`config.mk`:
```
export PLATFORM = sky130hd
export DESIGN_NAME = sum_display_driver_flat
export DESIGN_NICKNAME = d
export VERILOG_FILES = /design/src/rtl/sum_display_driver_if.sv /design/src/rtl/sum_display_driver.sv /design/src/flat_wrapper.sv
export SDC_FILE = /design/constraint.sdc
export NUM_CORES = 1
export LEC_CHECK = 0
export CORE_MARGIN = 3
export CORE_UTILIZATION = 45
export DETAILED_ROUTE_END_ITERATION = 6
export REMOVE_ABC_BUFFERS = 1
export SLEW_MARGIN = 20
export SYNTH_ARGS = -nofsm -noshare
export SYNTH_HDL_FRONTEND = slang
export SYNTH_SLANG_ARGS = --single-unit
```
`constraint.sdc`:
```
create_clock -name Clk -period 2.3 [get_ports Clk]
set_input_delay 0.46 -clock Clk [delete_from_list [all_inputs] [get_ports Clk]]
set_output_delay 0.46 -clock Clk [all_outputs]
set_load 0.02 [all_outputs]
```
`src/rtl/sum_display_driver_if.sv`:
```
// Bus between the adder's Output stage and the display driver.
// The master drives Sum/Load; the slave (the driver) returns Busy and the segment/anode lines.
interface sum_display_driver_if #(parameter int SUM_W = 5);
    logic [SUM_W-1:0] Sum;
    logic             Load;
    logic             Busy;
    logic [6:0]       Seg;
    logic [3:0]       An;

    modport master (output Sum, Load, input Busy, Seg, An);
    modport slave  (input Sum, Load, output Busy, Seg, An);
endinterface

```
`src/rtl/sum_display_driver.sv`:
```
// Captures the adder sum, converts it to two BCD digits by iterative double-dabble,
// and multiplexes them onto an active-low 2-of-4 seven-segment display. HEX_MODE_EN selects hex digits.
module sum_display_driver #(
    parameter int SUM_W       = 5,
    parameter int REFRESH_DIV = 50000
) (
    input logic                Clk,
    input logic                Rst_n,
    sum_display_driver_if.slave bus
);
    localparam int CW = $clog2(SUM_W + 1);
    localparam int RW = (REFRESH_DIV > 2) ? $clog2(REFRESH_DIV) : 1;
`ifdef HEX_MODE_EN
    localparam logic [CW-1:0] CONV_LEN = CW'(1);
`else
    localparam logic [CW-1:0] CONV_LEN = CW'(SUM_W);
`endif

    typedef enum logic {IDLE, CONV} state_t;

    state_t           state, state_nxt;
    logic [SUM_W-1:0] sh;
    logic [7:0]       bcd, bcd_adj, bcd_nxt;
    logic [CW-1:0]    cnt;
    logic [3:0]       tens, ones;
    logic [RW-1:0]    rcnt;
    logic             sel;

    function automatic logic [6:0] seg_pat(input logic [3:0] d);
        case (d)
            4'h0: seg_pat = 7'b1000000;
            4'h1: seg_pat = 7'b1111001;
            4'h2: seg_pat = 7'b0100100;
            4'h3: seg_pat = 7'b0110000;
            4'h4: seg_pat = 7'b0011001;
            4'h5: seg_pat = 7'b0010010;
            4'h6: seg_pat = 7'b0000010;
            4'h7: seg_pat = 7'b1111000;
            4'h8: seg_pat = 7'b0000000;
            4'h9: seg_pat = 7'b0010000;
`ifdef HEX_MODE_EN
            4'hA: seg_pat = 7'b0001000;
            4'hB: seg_pat = 7'b0000011;
            4'hC: seg_pat = 7'b1000110;
            4'hD: seg_pat = 7'b0100001;
            4'hE: seg_pat = 7'b0000110;
            4'hF: seg_pat = 7'b0001110;
`endif
            default: seg_pat = 7'b1111111;
        endcase
    endfunction

    always_ff @(posedge Clk or negedge Rst_n) begin
        if (!Rst_n) state <= IDLE;
        else        state <= state_nxt;
    end

    always_comb begin
        state_nxt = state;
        case (state)
            IDLE: if (bus.Load) state_nxt = CONV;
            CONV: if (cnt == CW'(1)) state_nxt = IDLE;
            default: state_nxt = IDLE;
        endcase
    end

    assign bus.Busy = (state == CONV);

    // One double-dabble step: add-3 on nibbles >= 5, then shift in the next sum bit.
    always_comb begin
        bcd_adj = bcd;
        if (bcd[3:0] >= 4'd5) bcd_adj[3:0] = bcd[3:0] + 4'd3;
        if (bcd[7:4] >= 4'd5) bcd_adj[7:4] = bcd[7:4] + 4'd3;
        bcd_nxt = {bcd_adj[6:0], sh[SUM_W-1]};
    end

    always_ff @(posedge Clk or negedge Rst_n) begin
        if (!Rst_n) begin
            sh   <= '0;
            bcd  <= '0;
            cnt  <= '0;
            tens <= '0;
            ones <= '0;
        end else begin
            case (state)
                IDLE: if (bus.Load) begin
                    sh  <= bus.Sum;
                    bcd <= '0;
                    cnt <= CONV_LEN;
                end
                CONV: begin
                    bcd <= bcd_nxt;
                    sh  <= sh << 1;
                    cnt <= cnt - CW'(1);
                    // Digits commit together on the last step so the display never shows a torn value.
                    if (cnt == CW'(1)) begin
`ifdef HEX_MODE_EN
                        tens <= 4'(8'(sh) >> 4);
                        ones <= 4'(sh);
`else
                        tens <= bcd_nxt[7:4];
                        ones <= bcd_nxt[3:0];
`endif
                    end
                end
                default: ;
            endcase
        end
    end

    // Refresh divider free-runs regardless of conversion activity.
    always_ff @(posedge Clk or negedge Rst_n) begin
        if (!Rst_n) begin
            rcnt    <= '0;
            sel     <= 1'b0;
            bus.An  <= 4'b1110;
            bus.Seg <= 7'b1000000;
        end else begin
            if (rcnt == RW'(REFRESH_DIV - 1)) begin
                rcnt <= '0;
                sel  <= ~sel;
            end else begin
                rcnt <= rcnt + RW'(1);
            end
            if (!sel) begin
                bus.An  <= 4'b1110;
                bus.Seg <= seg_pat(ones);
            end else if (tens == 4'd0) begin
                bus.An  <= 4'b1111;
                bus.Seg <= 7'b1111111;
            end else begin
                bus.An  <= 4'b1101;
                bus.Seg <= seg_pat(tens);
            end
        end
    end
endmodule

```
`src/flat_wrapper.sv`:
```
// flat-port wrapper written by rule: the top's interface ports become plain ports
module sum_display_driver_flat 
#(
    parameter int SUM_W       = 5,
    parameter int REFRESH_DIV = 50000
)
  (Clk, Rst_n, bus_Sum, bus_Load, bus_Busy, bus_Seg, bus_An);
  sum_display_driver_if #(.SUM_W(SUM_W)) bus_i ();
  input logic Clk;
  input logic Rst_n;
  input wire logic [$bits(bus_i.Sum)-1:0] bus_Sum;
  input wire logic [$bits(bus_i.Load)-1:0] bus_Load;
  output wire logic [$bits(bus_i.Busy)-1:0] bus_Busy;
  output wire logic [$bits(bus_i.Seg)-1:0] bus_Seg;
  output wire logic [$bits(bus_i.An)-1:0] bus_An;
  assign bus_i.Sum = bus_Sum;
  assign bus_i.Load = bus_Load;
  assign bus_Busy = bus_i.Busy;
  assign bus_Seg = bus_i.Seg;
  assign bus_An = bus_i.An;
  sum_display_driver #(.SUM_W(SUM_W), .REFRESH_DIV(REFRESH_DIV)) u_core (.Clk(Clk), .Rst_n(Rst_n), .bus(bus_i));
endmodule
```
==> results.json, run 1 <==
{
  "status": "finished, final reports clean",
  "chipWidth_um": 83.1,
  "finalCriticalPeriod_ns": 1.93,
  "grt_max_degree": 52,
  "cp_cell_sequence": "clkdlybuf4s50_1",
  "path_buf_inv": 1,
  "cts_tree": "yes",
  "max_cap_viol_count": 0,
  "viasPerCell": 5.20,
  "cts_setup_buffers": 0,
  "comb_power_share_pct": 41.5,
  "worstMarginPinSlew_ns": 0.677,
  "dr_wl_met2_um": 2080,
  "cp.arrival_ns": 1.47,
  "synthXorXnorAreaFrac_pct": 5.56,
  "die_area_um2": 6910,
  "synth-seq-cells": 51,
  "cts-buffers-inserted": 5,
  "gp_congestion": 0.741,
  "fp-row-count": 27,
  "fillCellCount": 514,
  "crit_type": "flip-flop to primary output",
  "intPower_mw": 2.06,
  "cts_hold_buf": 0,
  "place_area_um2": 2880,
  "synth_warnings": 0,
  "clk_pin_slew_ns": 0.09,
  "syn2layout_area_growth_pct": 11.3,
  "boundaryPins": 20,
  "layout-drive-gt1-share_pct": 7.97,
  "antenna_found_initial": 0,
  "wl_met1_um": 2160,
  "first_pass_iters": 4,
  "cts_sinks": 51,
  "layout.nets": 300,
  "rsz0062_at_grt": "false",
  "grt_pass1_wl_um": 7940,
  "startpoint_type": "flip-flop",
  "async_reset_ff_share_pct": 100,
  "synth_cells": 262,
  "route.met3.wl_um": 147,
  "synth-main-ff-cell": "dfrtp_1",
  "slew_viol_final": 0,
  "slowest_stage": "clkdlybuf4s50_1",
  "clockBufferDepth": 2,
  "fin_crit_sh_pct": 83.9,
  "synthAdderAreaFrac_pct": 7.94,
  "insertion_delay_ns": 0.29,
  "synth.avg_cell_area_um2": 10.2,
  "relSlewSlack_pct": 54.3,
  "top_layer_used": "met4",
  "p_leak_nw": 1.40,
  "fin_area_um2": 2980,
  "p_per_area_nw_per_um2": 1110,
  "hold_viol": 0,
  "max_freq_mhz": 518,
  "finalSetupViolations": 0,
  "pwr-share-clk_pct": 16.2,
  "multi_input_area_um2": 1280,
  "crit_required_ns": 1.84,
  "fin_ws_ns": 0.371,
  "end_kind": "primary output",
  "cts_root_buffer": "clkbuf_8",
  "power_mw": 3.30,
  "dr.first_iter.drc_count": 65,
  "remaining_drc_errors": 0,
  "die_y_um": 83.1,
  "p_switching_mw": 1.24,
  "ctsResizeCount": 0,
  "crit_fanout": 9,
  "setup_tns_ns": 0,
  "hold_path.class": "primary input to asynchronous set/reset pin",
  "ir_drop_uv": 539,
  "synthSimpleGateAreaFrac_pct": 16.8,
  "synth_compound_area_share_pct": 11.4,
  "initial_core_util_pct": 47.5,
  "crit_path_max_incr_delay_ns": 0.66,
  "post_drt_wl_per_cell_um": 12.7,
  "place_hpwl_um": 3060,
  "ff_latch_area_um2": 1280,
  "synth.distinct_cells": 42,
  "synth_top_family_by_area": "simple AND/OR/NAND/NOR gates",
  "ctsHtreeMaxLevel": 2,
  "core_area_um2": 5640,
  "muxShareOfSynthArea_pct": 5.75,
  "seq_area_frac_synth_pct": 47.8,
  "vias": 1810,
  "rrSetupSlack_ns": 0.54,
  "seqPwrFrac_pct": 42.2,
  "port_buffers": 17,
  "first_global_vias": 1741,
  "skew_ns": 0.00615,
  "cp_top_family": "buffers and inverters",
  "syn_area_um2": 2680,
  "synth_enable_flop_cells": 0,
  "antenna_cells": 0,
  "ant_nets": 0,
  "swShare_pct": 37.6,
  "dp_slack_ns": 0.460,
  "grt.overflow.total": 0,
  "wl_um": 4440,
  "grt_usage_pct": 13.7
}
==> stage by stage <==
step | utilization, % | instances | hold slack, ns
after floorplan | - | 248 | 0.164
after global placement | 51.1 | 340 | 0.476
after detailed placement | 51.1 | 340 | 0.477
after CTS | 52.8 | 348 | 0.290
after global routing | 52.8 | 348 | 0.336
final | 52.8 | 348 | 0.254
==> path summary, 6_finish.rpt <==
| check | startpoint | endpoint | cells past startpoint |
|---|---|---|---|
| max in group asynchronous | Rst_n | u_core.tens[0] | 2 |
| hold reg to reg | u_core.rcnt[0] | u_core.rcnt[0] | 1 |
| setup / recovery | u_core.bus.Busy | bus_Busy | 1 |
| min in group Clk | u_core.rcnt[0] | u_core.rcnt[0] | 1 |
| setup reg to reg | u_core.tens[1] | u_core.bus.Seg[3] | 5 |
| hold / removal | Rst_n | u_core.bus.Seg[3] | 2 |
==> flip-flops by register name, summed over array words and instances (netlist names) <==
name             cells
u_core.ones          4
u_core.bcd           8
u_core.bus.Seg       7
u_core.cnt           3
u_core.rcnt         16
u_core.sel           1
u_core.tens          4
u_core.bus.Busy      1
u_core.bus.An        2
u_core.sh            5
==> layout by cell type, fill, tap and decap left out, drive strengths merged, types with 10 or more instances in the layout <==
master / count
a21oi: 20
clkdlybuf4s50: 16
dfrtp: 49
ha: 17
inv: 13
mux2i: 12
nand2: 17
nand2b: 13
nor2: 21
o21ai: 14
xor2: 10
==> per-layer routing <==
metal / global-route usage (%) / vias up
li1: - / 920
met1: 18.2 / 854
met2: 22.7 / 31
met3: 2.48 / 5
met4: 4.46 / 0
met5: 0 / -
==> cell families (layout without fill, tap and decap cells) <==
| kind of cell | Yosys count | after routing |
|---|---|---|
| multiplexers | 15 | 15 |
| flip-flops | 51 | 51 |
| adder cells (fa/ha/maj) | 17 | 17 |
| AO/OA/AOI/OAI | 51 | 51 |
| buffers and inverters | 28 | 41 |
| other | 1 | 2 |
| XOR/XNOR | 17 | 17 |
| AND/OR/NAND/NOR | 82 | 82 |
==> worst reg2reg max path, cell delays in order, from the launching register on <==
cell	delay (ns)
dfrtp_1	0.47
inv_1	0.14
ha_1	0.19
inv_1	0.06
o311ai_0	0.58
o22a_1	0.27
==> power groups by stage <==
stage,sequential (mW),clock [mW],combinational [mW]
after floorplan,1.47,0,0.892
after global placement,1.41,0,1.35
after detailed placement,1.42,0,1.38
after CTS,1.40,0.560,1.39
after global routing,1.44,0.598,1.57
final,1.39,0.535,1.37
==> Yosys cell counts (2+ instances only) <==
cell	n	share of area (%)
nand3_1	4	0.75
o21ai_0	14	2.6
nor4bb_1	2	0.75
nand2_1	16	2.2
a21oi_1	20	3.7
nand3b_1	2	0.56
xor2_1	10	3.3
nand4_1	3	0.70
and3_1	3	0.70
nand2b_1	13	3.0
mux2i_1	12	4.5
a22oi_1	2	0.56
buf_1	3	0.42
ha_1	17	7.9
mux2_2	3	1.3
inv_1	13	1.8
clkbuf_1	8	1.1
o31ai_1	4	1.1
xnor2_1	7	2.3
and3_2	2	0.56
nor2_1	21	2.9
a21o_1	2	0.56
nor3b_1	5	1.4
nor3_1	3	0.56
buf_4	2	0.56
dfstp_2	2	2.0
o21a_1	2	0.56
dfrtp_1	49	46
o22a_1	5	1.6
==> cell type report <==
class	count	share of cell area, %
clock inverter	1	0.294
sequential	51	42.9
timing repair buffer	20	6.30
multi-input combinational	184	42.9
clock buffer	7	2.90
tap	72	3.02
inverter	13	1.64
(Power assumes the default switching activity.)
==> inputs of run 2 (changes only) <==
==> constraint.sdc (replaced) <==
create_clock -name Clk -period 1.8 [get_ports Clk]
set_input_delay 0.36 -clock Clk [delete_from_list [all_inputs] [get_ports Clk]]
set_output_delay 0.36 -clock Clk [all_outputs]
set_load 0.02 [all_outputs]
==> run 2 against run 1 <==
  * Count of clock-buffer cells in the layout shrank 2
  * Die area is the same
  * Worst hold slack lost 0.23 ns
  * Via count grew 0.66%
  * Global-route usage grew 0.36 points
  * Total power grew 29%
  * Combinational power grew 29%
  * Non-clock buffer count grew 5
  * Sequential power grew 27%
  * Clock power grew 31%
  * Final area grew 1.9%
  * Critical endpoint is now u_core.bus.Seg[5]
  * Highest routed layer unchanged
==> results.json, run 2 (same netlist as run 1, synthesis figures left out) <==
{
  "layout-drive-gt1-share_pct": 9.96,
  "boundaryPins": 20,
  "cp.arrival_ns": 1.87,
  "slew_viol_final": 0,
  "setup_tns_ns": 0,
  "top_register": "u_core.rcnt",
  "final_cell_mix": "49 x dfrtp_1, 21 x nor2_1, 20 x a21oi_1",
  "reg_top3": "u_core.rcnt: 16 flops, u_core.bcd: 8 flops, u_core.bus.Seg: 7 flops",
  "cpMostUsedCell": "inv_1",
  "seqPwrFrac_pct": 41.8,
  "hold_path.class": "primary input to asynchronous set/reset pin",
  "reg2reg_from": "u_core.tens[1]",
  "ir_drop_uv": 655,
  "chipWidth_um": 83.1,
  "ctsHtreeMaxLevel": 2,
  "wl_um": 4610,
  "r2r_cells": 5,
  "die_area_um2": 6910,
  "whs_ns": 0.0260,
  "clockBufferDepth": 2,
  "final_common_cell": "dfrtp_1",
  "pwr-share-clk_pct": 16.5,
  "max_cap_viol_count": 0,
  "cts_sinks": 51,
  "layout.nets": 305,
  "die_y_um": 83.1,
  "max_freq_mhz": 618,
  "initial_core_util_pct": 47.5,
  "vias": 1822,
  "comb_power_share_pct": 41.7,
  "syn2layout_area_growth_pct": 13.4,
  "end_kind": "flip-flop",
  "crit_type": "flip-flop to flip-flop",
  "rsz0062_at_grt": "false",
  "antenna_cells": 0,
  "largest_reg_flops": 16,
  "first_global_vias": 1692,
  "swShare_pct": 38.7,
  "clk_pin_slew_ns": 0.10,
  "core_area_um2": 5640,
  "gp_congestion": 0.785,
  "crit_fanout": 7,
  "finalSetupViolations": 0,
  "p_switching_mw": 1.64,
  "fin_crit_sh_pct": 89.9,
  "hold_viol": 0,
  "final_core_util_pct": 53.8,
  "viasPerCell": 5.16,
  "rrSetupSlack_ns": 0.18,
  "worstMarginPinSlew_ns": 0.574,
  "antenna_found_initial": 0,
  "cts_root_buffer": "clkbuf_8",
  "port_buffers": 17,
  "grt_max_degree": 52,
  "intPower_mw": 2.60,
  "place_area_um2": 2930,
  "slowest_stage": "o311ai_0",
  "cts_setup_buffers": 0,
  "skew_ns": 0.00794,
  "insertion_delay_ns": 0.31,
  "cts-buffers-inserted": 5,
  "ant_nets": 0,
  "dr.first_iter.drc_count": 105,
  "finalCriticalPeriod_ns": 1.62,
  "rr_endpoint": "u_core.bus.Seg[5]",
  "startpoint_type": "flip-flop",
  "crit_required_ns": 2.05,
  "grt.overflow.total": 0,
  "first_pass_iters": 4,
  "relSlewSlack_pct": 61.3,
  "p_per_area_nw_per_um2": 1400,
  "crit_path_max_incr_delay_ns": 0.48,
  "fin_area_um2": 3040,
  "post_drt_wl_per_cell_um": 13.1,
  "grt_usage_pct": 14.1,
  "place_hpwl_um": 3220,
  "cp_cell_sequence": "inv_1, ha_1, inv_1, o311ai_0, o22a_1",
  "remaining_drc_errors": 0,
  "cts_tree": "yes",
  "fp-row-count": 27,
  "p_leak_nw": 1.44,
  "status": "finished, final reports clean",
  "power_mw": 4.24,
  "grt_pass1_wl_um": 7980
}
run 2: changes by cell type in the layout (fill, tap and decap cells not counted), sizes merged:
cell           delta
dlygate4sd2       +1
clkinv            +1
inv               +1
clkbuf            -2
buf               +5
dlymetal6s2s      +2
clkdlybuf4s50     -3
run 2: metal layers:
metal | track usage, % | vias up | part of all wire [%]
li1 | - | 928 | -
met1 | 20.6 | 863 | 52
met2 | 20.5 | 27 | 43
met3 | 3.47 | 4 | 3.7
met4 | 4.46 | 0 | 1.0
met5 | 0 | - | 0
run 2: final cells by class:
class	instances	area, µm²
Timing Repair Buffer	25	241
Multi-Input combinational cell	184	1280
Fill cell	514	2610
Sequential cell	51	1280
Tap cell	72	90.1
Clock inverter	3	28.8
Clock buffer	5	68.8
Inverter	13	48.8
run 2: timing repair:
action / CTS / global route
resized for setup: 1 / 2
setup endpoints to repair: 1 / 2
hold buffers: 0 / 0
run 2: worst max path at each step:
stage,startpoint,endpoint,slack (ns),depth (start not counted)
floorplan,u_core.bus.Busy,u_core.ones[0],-0.02,2
finish,u_core.tens[1],u_core.bus.Seg[5],0.18,5
global placement,u_core.tens[1],u_core.bus.Seg[3],0.22,5
global route,u_core.bcd[0],u_core.ones[2],0.03,6
detailed placement,u_core.tens[1],u_core.bus.Seg[1],0.19,6
CTS,u_core.bus.Seg[6],bus_Seg[6],0.004,1
run 2: power by group through the flow:
stage          Sequential [mW]  Clock (mW)  Combinational [mW]
3_5_place_dp              1.80           0                1.79
5_1_grt                   1.84       0.778                2.01
4_1_cts                   1.78       0.733                1.80
3_3_place_gp              1.79           0                1.75
6_report                  1.77       0.699                1.77
2_1_floorplan             1.88           0                1.14
run 2: worst max-delay path, delay by kind of cell, from the launching register on:
family                   cells  cell delay (ns)
AO/OA/AOI/OAI                2             0.73
flip-flops                   1             0.47
buffers and inverters        2             0.18
adder cells (fa/ha/maj)      1             0.17
run 2: stage by stage:
| step | std cells | setup slack (ns) |
|---|---|---|
| 3_3_place_gp | 345 | 0.220 |
| 4_1_cts | 353 | 0.00431 |
| 2_1_floorplan | 248 | -0.0163 |
| 5_1_grt | 353 | 0.0296 |
| 6_report | 353 | 0.182 |
| 3_5_place_dp | 345 | 0.193 |
==> inputs of run 3 (changes only) <==
--- a/config.mk
+++ b/config.mk
@@ -8,6 +8,7 @@
 export CORE_MARGIN = 3
 export CORE_UTILIZATION = 45
 export DETAILED_ROUTE_END_ITERATION = 6
+export RECOVER_POWER = 50
 export REMOVE_ABC_BUFFERS = 1
 export SLEW_MARGIN = 20
 export SYNTH_ARGS = -nofsm -noshare
==> run 3 against run 2 <==
  * Final cell count unchanged
  * Via count up 0.33%
  * Die area unchanged
  * Routed wire length decreased by 0.37%
  * Critical path depth down 1
  * Non-clock buffer count is the same
  * Clock power hardly changed
  * First-iteration DRC count did not move
  * Count of clock-buffer cells in the layout is the same
  * Final area is 0.70% lower
  * Clock skew is 0.00068 ns higher
  * Register-to-register slack about the same
  * Critical endpoint is now u_core.sh[2]
  * Highest routed layer unchanged
==> results.json, run 3 (same netlist as run 1, synthesis figures left out) <==
{
  "status": "finished, final reports clean",
  "core_area_um2": 5640,
  "layout-drive-gt1-share_pct": 9.25,
  "dr.first_iter.drc_count": 105,
  "cts_sinks": 51,
  "layout.cells.non_filler": 353,
  "grt_usage_pct": 14.1,
  "remaining_drc_errors": 0,
  "chipWidth_um": 83.1,
  "p_per_area_nw_per_um2": 1410,
  "wl_um": 4590,
  "ctsHtreeMaxLevel": 2,
  "worstMarginPinSlew_ns": 1.24,
  "antenna_cells": 0,
  "cts_setup_buffers": 0,
  "first_pass_iters": 4,
  "skew_ns": 0.00862,
  "end_kind": "flip-flop",
  "cts-buffers-inserted": 5,
  "grt_max_degree": 52,
  "final_cell_mix": "49 x dfrtp_1, 21 x nor2_1, 20 x a21oi_1",
  "setup_tns_ns": 0,
  "grt.overflow.total": 0,
  "port_buffers": 17,
  "rsz0062_at_grt": "false",
  "reg_top3": "u_core.rcnt: 16 flops, u_core.bcd: 8 flops, u_core.bus.Seg: 7 flops",
  "top_register": "u_core.rcnt",
  "crit_type": "primary input to flip-flop",
  "grt_pass1_wl_um": 7980,
  "hold_path.class": "primary input to asynchronous set/reset pin",
  "initial_core_util_pct": 47.5,
  "clk_pin_slew_ns": 0.10,
  "final_core_util_pct": 53.4,
  "post_drt_wl_per_cell_um": 13.0,
  "fin_crit_sh_pct": 91.3,
  "max_freq_mhz": 608,
  "slew_viol_final": 0,
  "place_area_um2": 2930,
  "cts_hold_buf": 0,
  "die_area_um2": 6910,
  "crit_required_ns": 1.99,
  "startpoint_type": "primary input",
  "ant_nets": 0,
  "place_hpwl_um": 3220,
  "hold_viol": 0,
  "finalSetupViolations": 0,
  "finalCriticalPeriod_ns": 1.64,
  "crit_fanout": 17,
  "viasPerCell": 5.18,
  "die_y_um": 83.1,
  "first_global_vias": 1692,
  "cts_root_buffer": "clkbuf_8",
  "gp_congestion": 0.785,
  "cts_tree": "yes",
  "cp.arrival_ns": 1.83,
  "power_mw": 4.24,
  "fp-row-count": 27,
  "p_leak_nw": 1.43,
  "syn2layout_area_growth_pct": 12.6,
  "boundaryPins": 20,
  "layout.nets": 305,
  "fin_area_um2": 3010,
  "antenna_found_initial": 0,
  "max_cap_viol_count": 0,
  "relSlewSlack_pct": 17.0,
  "largest_reg_flops": 16,
  "vias": 1828,
  "insertion_delay_ns": 0.31,
  "final_common_cell": "dfrtp_1",
  "ir_drop_uv": 654,
  "place_inst": 345,
  "clockBufferDepth": 2
}
## run 3: report_power, final
group,switching [mW],internal [mW]
Sequential,0.305,1.47
Combinational,0.924,0.841
Clock,0.410,0.289
Total,1.64,2.60
## run 3: worst max-delay path: stages
cell           delay [ns]
dlygate4sd3_1        0.52
clkbuf_1             0.60
mux2i_1              0.25
o21ai_0              0.10
## run 3: stage by stage
| step | hold WS, ns | worst slack (ns) |
|---|---|---|
| after floorplan | 0.0644 | -0.0163 |
| after global placement | 0.373 | 0.220 |
| after detailed placement | 0.372 | 0.193 |
| after CTS | 0.0288 | 0.00431 |
| after global routing | 0.496 | 0.0296 |
| final | 0.391 | 0.156 |
## run 3: path summary, 6_finish.rpt
check / startpoint / endpoint / slack [ns] / depth (start not counted)
max in group asynchronous: Rst_n / u_core.sh[0] / 0.66 / 2
setup reg to reg: u_core.tens[1] / u_core.bus.Seg[5] / 0.18 / 5
min in group Clk: u_core.rcnt[0] / u_core.rcnt[0] / 0.50 / 1
hold / removal: Rst_n / u_core.bus.Seg[1] / 0.39 / 2
hold reg to reg: u_core.rcnt[0] / u_core.rcnt[0] / 0.50 / 1
setup / recovery: bus_Load / u_core.sh[2] / 0.16 / 4
## run 3: what timing repair did
| action | in CTS | in global routing |
|---|---|---|
| cloned | 0 | 0 |
| endpoints found under the setup margin | 1 | 2 |
| resized for setup | 1 | 2 |
## run 3: routing by layer
layer	wire length [µm]	track usage, %	vias to the layer above
met2	1990	20.5	33
met4	48	4.46	0
met5	0	0	-
met1	2350	20.6	863
li1	-	-	928
met3	199	3.47	4
## run 3: cell type report
type	count	area, µm²
clock buffer	5	68.8
timing repair buffer	25	223
inverter	13	48.8
sequential	51	1280
fill	516	2630
multi-input combinational	184	1280
clock inverter	3	28.8
tap	72	90.1
